[config.mk]
export PLATFORM = sky130hd
export DESIGN_NAME = demux_rr_scheduler_flat
export DESIGN_NICKNAME = d
export VERILOG_FILES = /design/src/rtl/demux_rr_scheduler_if.sv /design/src/rtl/demux_rr_scheduler.sv /design/src/flat_wrapper.sv
export SDC_FILE = /design/constraint.sdc
export NUM_CORES = 1
export LEC_CHECK = 0
export CORE_MARGIN = 8
export CORE_UTILIZATION = 41
export CTS_BUF_LIST = sky130_fd_sc_hd__clkbuf_16
export DETAILED_ROUTE_END_ITERATION = 8
export PLACE_DENSITY_LB_ADDON = 0.08
export SLEW_MARGIN = 10
export SYNTH_ARGS = -nofsm -noshare
export SYNTH_HDL_FRONTEND = slang
export SYNTH_SLANG_ARGS = --single-unit
[constraint.sdc]
create_clock -name clk -period 1.95 [get_ports clk]
set_input_delay 0.4875 -clock clk [delete_from_list [all_inputs] [get_ports clk]]
set_output_delay 0.4875 -clock clk [all_outputs]
set_load 0.05 [all_outputs]
[src/rtl/demux_rr_scheduler_if.sv]
// Handshake bundle for demux_rr_scheduler: one input stream and four
// 1-deep consumer channels. slave = scheduler side, master = source/consumers.
interface demux_rr_scheduler_if #(
  parameter int WIDTH = 8
);
  logic [WIDTH-1:0] in_data;
  logic             in_valid;
  logic             in_ready;
  logic [WIDTH-1:0] ch_data0;
  logic [WIDTH-1:0] ch_data1;
  logic [WIDTH-1:0] ch_data2;
  logic [WIDTH-1:0] ch_data3;
  logic [3:0]       ch_valid;
  logic [3:0]       ch_ready;

  modport slave (
    input  in_data, in_valid, ch_ready,
    output in_ready, ch_data0, ch_data1, ch_data2, ch_data3, ch_valid
  );

  modport master (
    output in_data, in_valid, ch_ready,
    input  in_ready, ch_data0, ch_data1, ch_data2, ch_data3, ch_valid
  );
endinterface

[src/rtl/demux_rr_scheduler.sv]
// Round-robin 1-to-4 demultiplexer with a 1-deep holding register per channel.
// Optional per-channel saturating load counters under DEMUX_SCHED_STATS_EN.
module demux_rr_scheduler #(
  parameter int WIDTH = 8
`ifdef DEMUX_SCHED_STATS_EN
  , parameter int CNT_W = 16
`endif
) (
  input  logic       clk,
  input  logic       rst,
  input  logic       enable,
  demux_rr_scheduler_if.slave bus,
  output logic [1:0] sel
`ifdef DEMUX_SCHED_STATS_EN
  , output logic [4*CNT_W-1:0] stat_cnt
`endif
);

  logic [WIDTH-1:0] data_q [4];
  logic [WIDTH-1:0] data_d [4];
  logic [3:0]       valid_q, valid_d;
  logic [1:0]       ptr_q, ptr_d;
  logic [1:0]       sel_q, sel_d;

  logic [3:0] free;
  logic [1:0] gnt;
  logic [1:0] idx;
  logic       found;
  logic       xfer;

  // A channel draining this cycle counts as free, so a full-throughput
  // stream can refill the same register without a bubble.
  always_comb begin
    free  = ~valid_q | bus.ch_ready;
    gnt   = 2'd0;
    idx   = 2'd0;
    found = 1'b0;
    for (int k = 0; k < 4; k++) begin
      idx = ptr_q + 2'(k);
      if (!found && free[idx]) begin
        found = 1'b1;
        gnt   = idx;
      end
    end
  end

  assign bus.in_ready = enable && (|free);
  assign xfer         = bus.in_valid && bus.in_ready;

  always_comb begin
    valid_d = valid_q & ~bus.ch_ready;
    data_d  = data_q;
    ptr_d   = ptr_q;
    sel_d   = sel_q;
    if (xfer) begin
      valid_d[gnt] = 1'b1;
      data_d[gnt]  = bus.in_data;
      ptr_d        = gnt + 2'd1;
      sel_d        = gnt;
    end
  end

  always_ff @(posedge clk) begin
    if (rst) begin
      valid_q <= 4'b0000;
      data_q  <= '{default: '0};
      ptr_q   <= 2'd0;
      sel_q   <= 2'd0;
    end else begin
      valid_q <= valid_d;
      data_q  <= data_d;
      ptr_q   <= ptr_d;
      sel_q   <= sel_d;
    end
  end

  assign bus.ch_valid = valid_q;
  assign bus.ch_data0 = data_q[0];
  assign bus.ch_data1 = data_q[1];
  assign bus.ch_data2 = data_q[2];
  assign bus.ch_data3 = data_q[3];
  assign sel          = sel_q;

`ifdef DEMUX_SCHED_STATS_EN
  logic [CNT_W-1:0] cnt_q [4];
  logic [CNT_W-1:0] cnt_d [4];

  function automatic logic [CNT_W-1:0] sat_inc(input logic [CNT_W-1:0] v);
    return (&v) ? v : v + CNT_W'(1);
  endfunction

  always_comb begin
    cnt_d = cnt_q;
    if (xfer) cnt_d[gnt] = sat_inc(cnt_q[gnt]);
  end

  always_ff @(posedge clk) begin
    if (rst) cnt_q <= '{default: '0};
    else     cnt_q <= cnt_d;
  end

  always_comb begin
    stat_cnt = '0;
    for (int i = 0; i < 4; i++) stat_cnt[i*CNT_W +: CNT_W] = cnt_q[i];
  end
`endif

endmodule

[src/flat_wrapper.sv]
// flat-port wrapper written by rule: the top's interface ports become plain ports
module demux_rr_scheduler_flat 
#(
  parameter int WIDTH = 8

)
  (clk, rst, enable, sel, bus_in_data, bus_in_valid, bus_ch_ready, bus_in_ready, bus_ch_data0, bus_ch_data1, bus_ch_data2, bus_ch_data3, bus_ch_valid);
  demux_rr_scheduler_if #(.WIDTH(WIDTH)) bus_i ();
  input  logic clk;
  input  logic rst;
  input  logic enable;
  output logic [1:0] sel;
  input wire logic [$bits(bus_i.in_data)-1:0] bus_in_data;
  input wire logic [$bits(bus_i.in_valid)-1:0] bus_in_valid;
  input wire logic [$bits(bus_i.ch_ready)-1:0] bus_ch_ready;
  output wire logic [$bits(bus_i.in_ready)-1:0] bus_in_ready;
  output wire logic [$bits(bus_i.ch_data0)-1:0] bus_ch_data0;
  output wire logic [$bits(bus_i.ch_data1)-1:0] bus_ch_data1;
  output wire logic [$bits(bus_i.ch_data2)-1:0] bus_ch_data2;
  output wire logic [$bits(bus_i.ch_data3)-1:0] bus_ch_data3;
  output wire logic [$bits(bus_i.ch_valid)-1:0] bus_ch_valid;
  assign bus_i.in_data = bus_in_data;
  assign bus_i.in_valid = bus_in_valid;
  assign bus_i.ch_ready = bus_ch_ready;
  assign bus_in_ready = bus_i.in_ready;
  assign bus_ch_data0 = bus_i.ch_data0;
  assign bus_ch_data1 = bus_i.ch_data1;
  assign bus_ch_data2 = bus_i.ch_data2;
  assign bus_ch_data3 = bus_i.ch_data3;
  assign bus_ch_valid = bus_i.ch_valid;
  demux_rr_scheduler #(.WIDTH(WIDTH)) u_core (.clk(clk), .rst(rst), .enable(enable), .bus(bus_i), .sel(sel));
endmodule
==> flow_metrics.py <==
metrics = {
    "synth": {
        "syn-num-nets": 198,
        "synth_seq_cells": 40,
        "syn_area_um2": 1714,
        "seq_area_frac_synth_pct": 46.72,
        "ys_warn_count": 0,
        "ys_types": 26,
        "ys_top_cells_by_area": "dfxtp_1, mux2i_1, nand2b_1",
        "synth.top_cell.area_share_pct": 46.72,
        "syn_avg_cell_area_um2": 9.523,
        "syn_inst": 180,
        "yosys.area.top_type": "dfxtp_1",
    },
    "sta": {
        "final_hold_viol_count": 0,
        "max_freq_mhz": 528.1,
        "period_minus_slack_ns": 1.893,
        "fin_worst_skew_ns": 0.004064,
        "slew_viol_final": 0,
        "tns_ns": 0,
        "worstMarginPinSlew_ns": 0.3885,
        "slew_headroom_pct": 74.10,
        "rsz0062_at_grt": "false",
        "fin_ws_ns": 0.05659,
        "finalSetupViolations": 0,
        "final.period_utilization_pct": 97.10,
    },
    "finish": {
        "area_growth_pct": 45.62,
        "register_area_um2": 808.3,
        "fill_cells": 361,
        "antenna_cells": 0,
        "layout_common_cells": "buf_4, dfxtp_1, nand2_1",
        "stdcell_count": 296,
        "layout-drive-gt1-share_pct": 34.15,
        "layout.nets": 264,
        "layout_commonest_cell": "buf_4",
        "multiInputGateArea_um2": 895.9,
    },
    "place": {
        "place.port_buffers": 54,
        "dp_cells": 287,
        "hpwl_mm": 3.355,
        "pre_cts_ws_ns": -0.4668,
        "place.gp.congestion": 0.7500,
    },
    "floorplanning": {
        "die_x_um": 80.66,
        "rows": 23,
        "die_h_um": 80.66,
        "io_pins": 55,
        "core-area_um2": 4000,
        "die_area_um2": 6506,
        "start_util_pct": 42.85,
    },
    "setup_path": {
        "end_kind": "output pin",
        "path_buf_inv": 3,
        "cp_slowest_cell": "o31a_1",
        "path_delay_family": "buffers and inverters",
        "start_kind": "input port",
        "arrival_ns": 1.41,
        "required_ns": 1.46,
        "worstPathCellList": "clkdlybuf4s15_1 > nand2b_4 > buf_4 > o31a_1 > buf_6",
        "cp_max_fo": 3,
        "cp_slowest_stage_delay_ns": 0.30,
        "worst-setup-path-type": "in2out",
    },
    "detailed_routing": {
        "first_pass_iters": 4,
        "finalWirelength_mm": 4.481,
        "routed_via_density": 4.845,
        "vias": 1434,
        "drt-initial-drc-count": 110,
        "drc": 0,
        "detail-route-antenna-nets": 0,
        "routedWlPerCell_um": 15.14,
    },
    "global_routing": {
        "grt_pass1_vias": 1499,
        "antenna_found_initial": 0,
        "grt_util_all_layers_pct": 14.43,
        "grt_max_degree": 49,
        "grt_overflow": 0,
        "grt_pass1_wl_mm": 7.224,
    },
    "job": {
        "maxCapViolCount": 0,
    },
    "clock_network": {
        "hold_buffers": 0,
        "cts_sinks": 40,
        "clock_latency_ns": 0.28,
        "clock_tree.root_cell": "clkbuf_16",
        "cts_tree": "yes",
        "cts_buffers": 5,
        "cts_buffer_depth": 2,
        "path_clk_slew_ns": 0.05,
        "cts.htree.levels": 2,
    },
    "hold_path": {
        "holdCritPathClass": "reg2reg",
    },
    "power_and_ir_drop": {
        "power_leakage_nw": 1.064,
        "peakVddDrop_mv": 0.7126,
        "power_density_nw_per_um2": 769.8,
    },
    "outcome": {
        "status": "complete, no violations",
    },
}
## timing repair
item	in CTS	in global routing
cloned	0	0
pin swaps	2	2
buffers inserted	2	0
endpoints found under the setup margin	31	8
gates resized for setup	13	3
## cell usage after synthesis, drive strengths merged
cell,instances
dfxtp,40
nand2,34
nand2b,28
a21oi,21
mux2i,18
clkbuf,7
nor2,5
inv,4
a211oi,3
buf,3
and2,2
and3,2
ha,2
nand3,2
o221ai,2
a21boi,1
and2b,1
nand4bb,1
nor2b,1
o311a,1
o31a,1
o32a,1
## registers in the layout, indices dropped and copies added (netlist names)
register             cells
u_core.sel               2
u_core.bus.ch_data0      8
u_core.bus.ch_data1      8
u_core.bus.ch_data3      8
u_core.bus.ch_valid      4
u_core.bus.ch_data2      8
u_core.ptr_q             2
## layout make-up
type	count	share of cell area, %
multi-input combinational	126	35.89
clock buffer	5	5.013
sequential	40	32.38
clock inverter	2	0.3509
tap	50	2.506
inverter	4	0.6015
timing repair buffer	69	23.26
## worst paths after layout
kind                                             from                             endpoint  slack (ns)  depth (start not counted)
setup / recovery                      bus_ch_ready[0]                         bus_in_ready        0.06                          5
hold / removal    u_core.bus.ch_data2[4]$_SDFFE_PP0P_  u_core.bus.ch_data2[4]$_SDFFE_PP0P_        0.46                          2
setup reg to reg    u_core.bus.ch_valid[2]$_SDFF_PP0_  u_core.bus.ch_data1[3]$_SDFFE_PP0P_        0.19                          9
hold reg to reg   u_core.bus.ch_data2[4]$_SDFFE_PP0P_  u_core.bus.ch_data2[4]$_SDFFE_PP0P_        0.46                          2
## power by group
group / internal, mW / leakage [nW] / switching (mW)
Combinational: 0.129 / 0.667 / 0.176
Clock: 0.459 / 0.0709 / 0.297
Sequential: 0.841 / 0.326 / 0.0185
## tightest hold or removal path, delay by kind of cell (launching register included)
family	cells	cell delay (ns)
AO/OA/AOI/OAI	1	0.05
flip-flops	1	0.31
AND/OR/NAND/NOR	1	0.05
## logic make-up (layout without fill, tap and decap cells)
group                    Yosys count  count (layout)  share of synthesized area, %
AO/OA/AOI/OAI                     30              30                         12.99
adder cells (fa/ha/maj)            2               2                         1.460
buffers and inverters             14              80                         4.161
flip-flops                        40              40                         46.72
multiplexers                      18              18                         10.51
AND/OR/NAND/NOR                   76              76                         24.16
## layer usage
metal / GRT usage [%] / share of wire (%)
met1: 14.99 / 40
met2: 24.62 / 49
met3: 6.250 / 8.8
met4: 6.429 / 1.7
met5: 0 / 0
## metrics by stage
step                power [mW]  area, um2  util [%]  hold WS [ns]
finish                   1.922       2496     62.40        0.4577
global route             2.006       2496     62.40        0.4754
CTS                      1.939       2481     62.03        0.4596
detailed placement       1.176       2293     57.34        0.4512
global placement         1.169       2293     57.34        0.4447
floorplan                1.060       1722         -        0.5359
(Power assumes the default switching activity.)
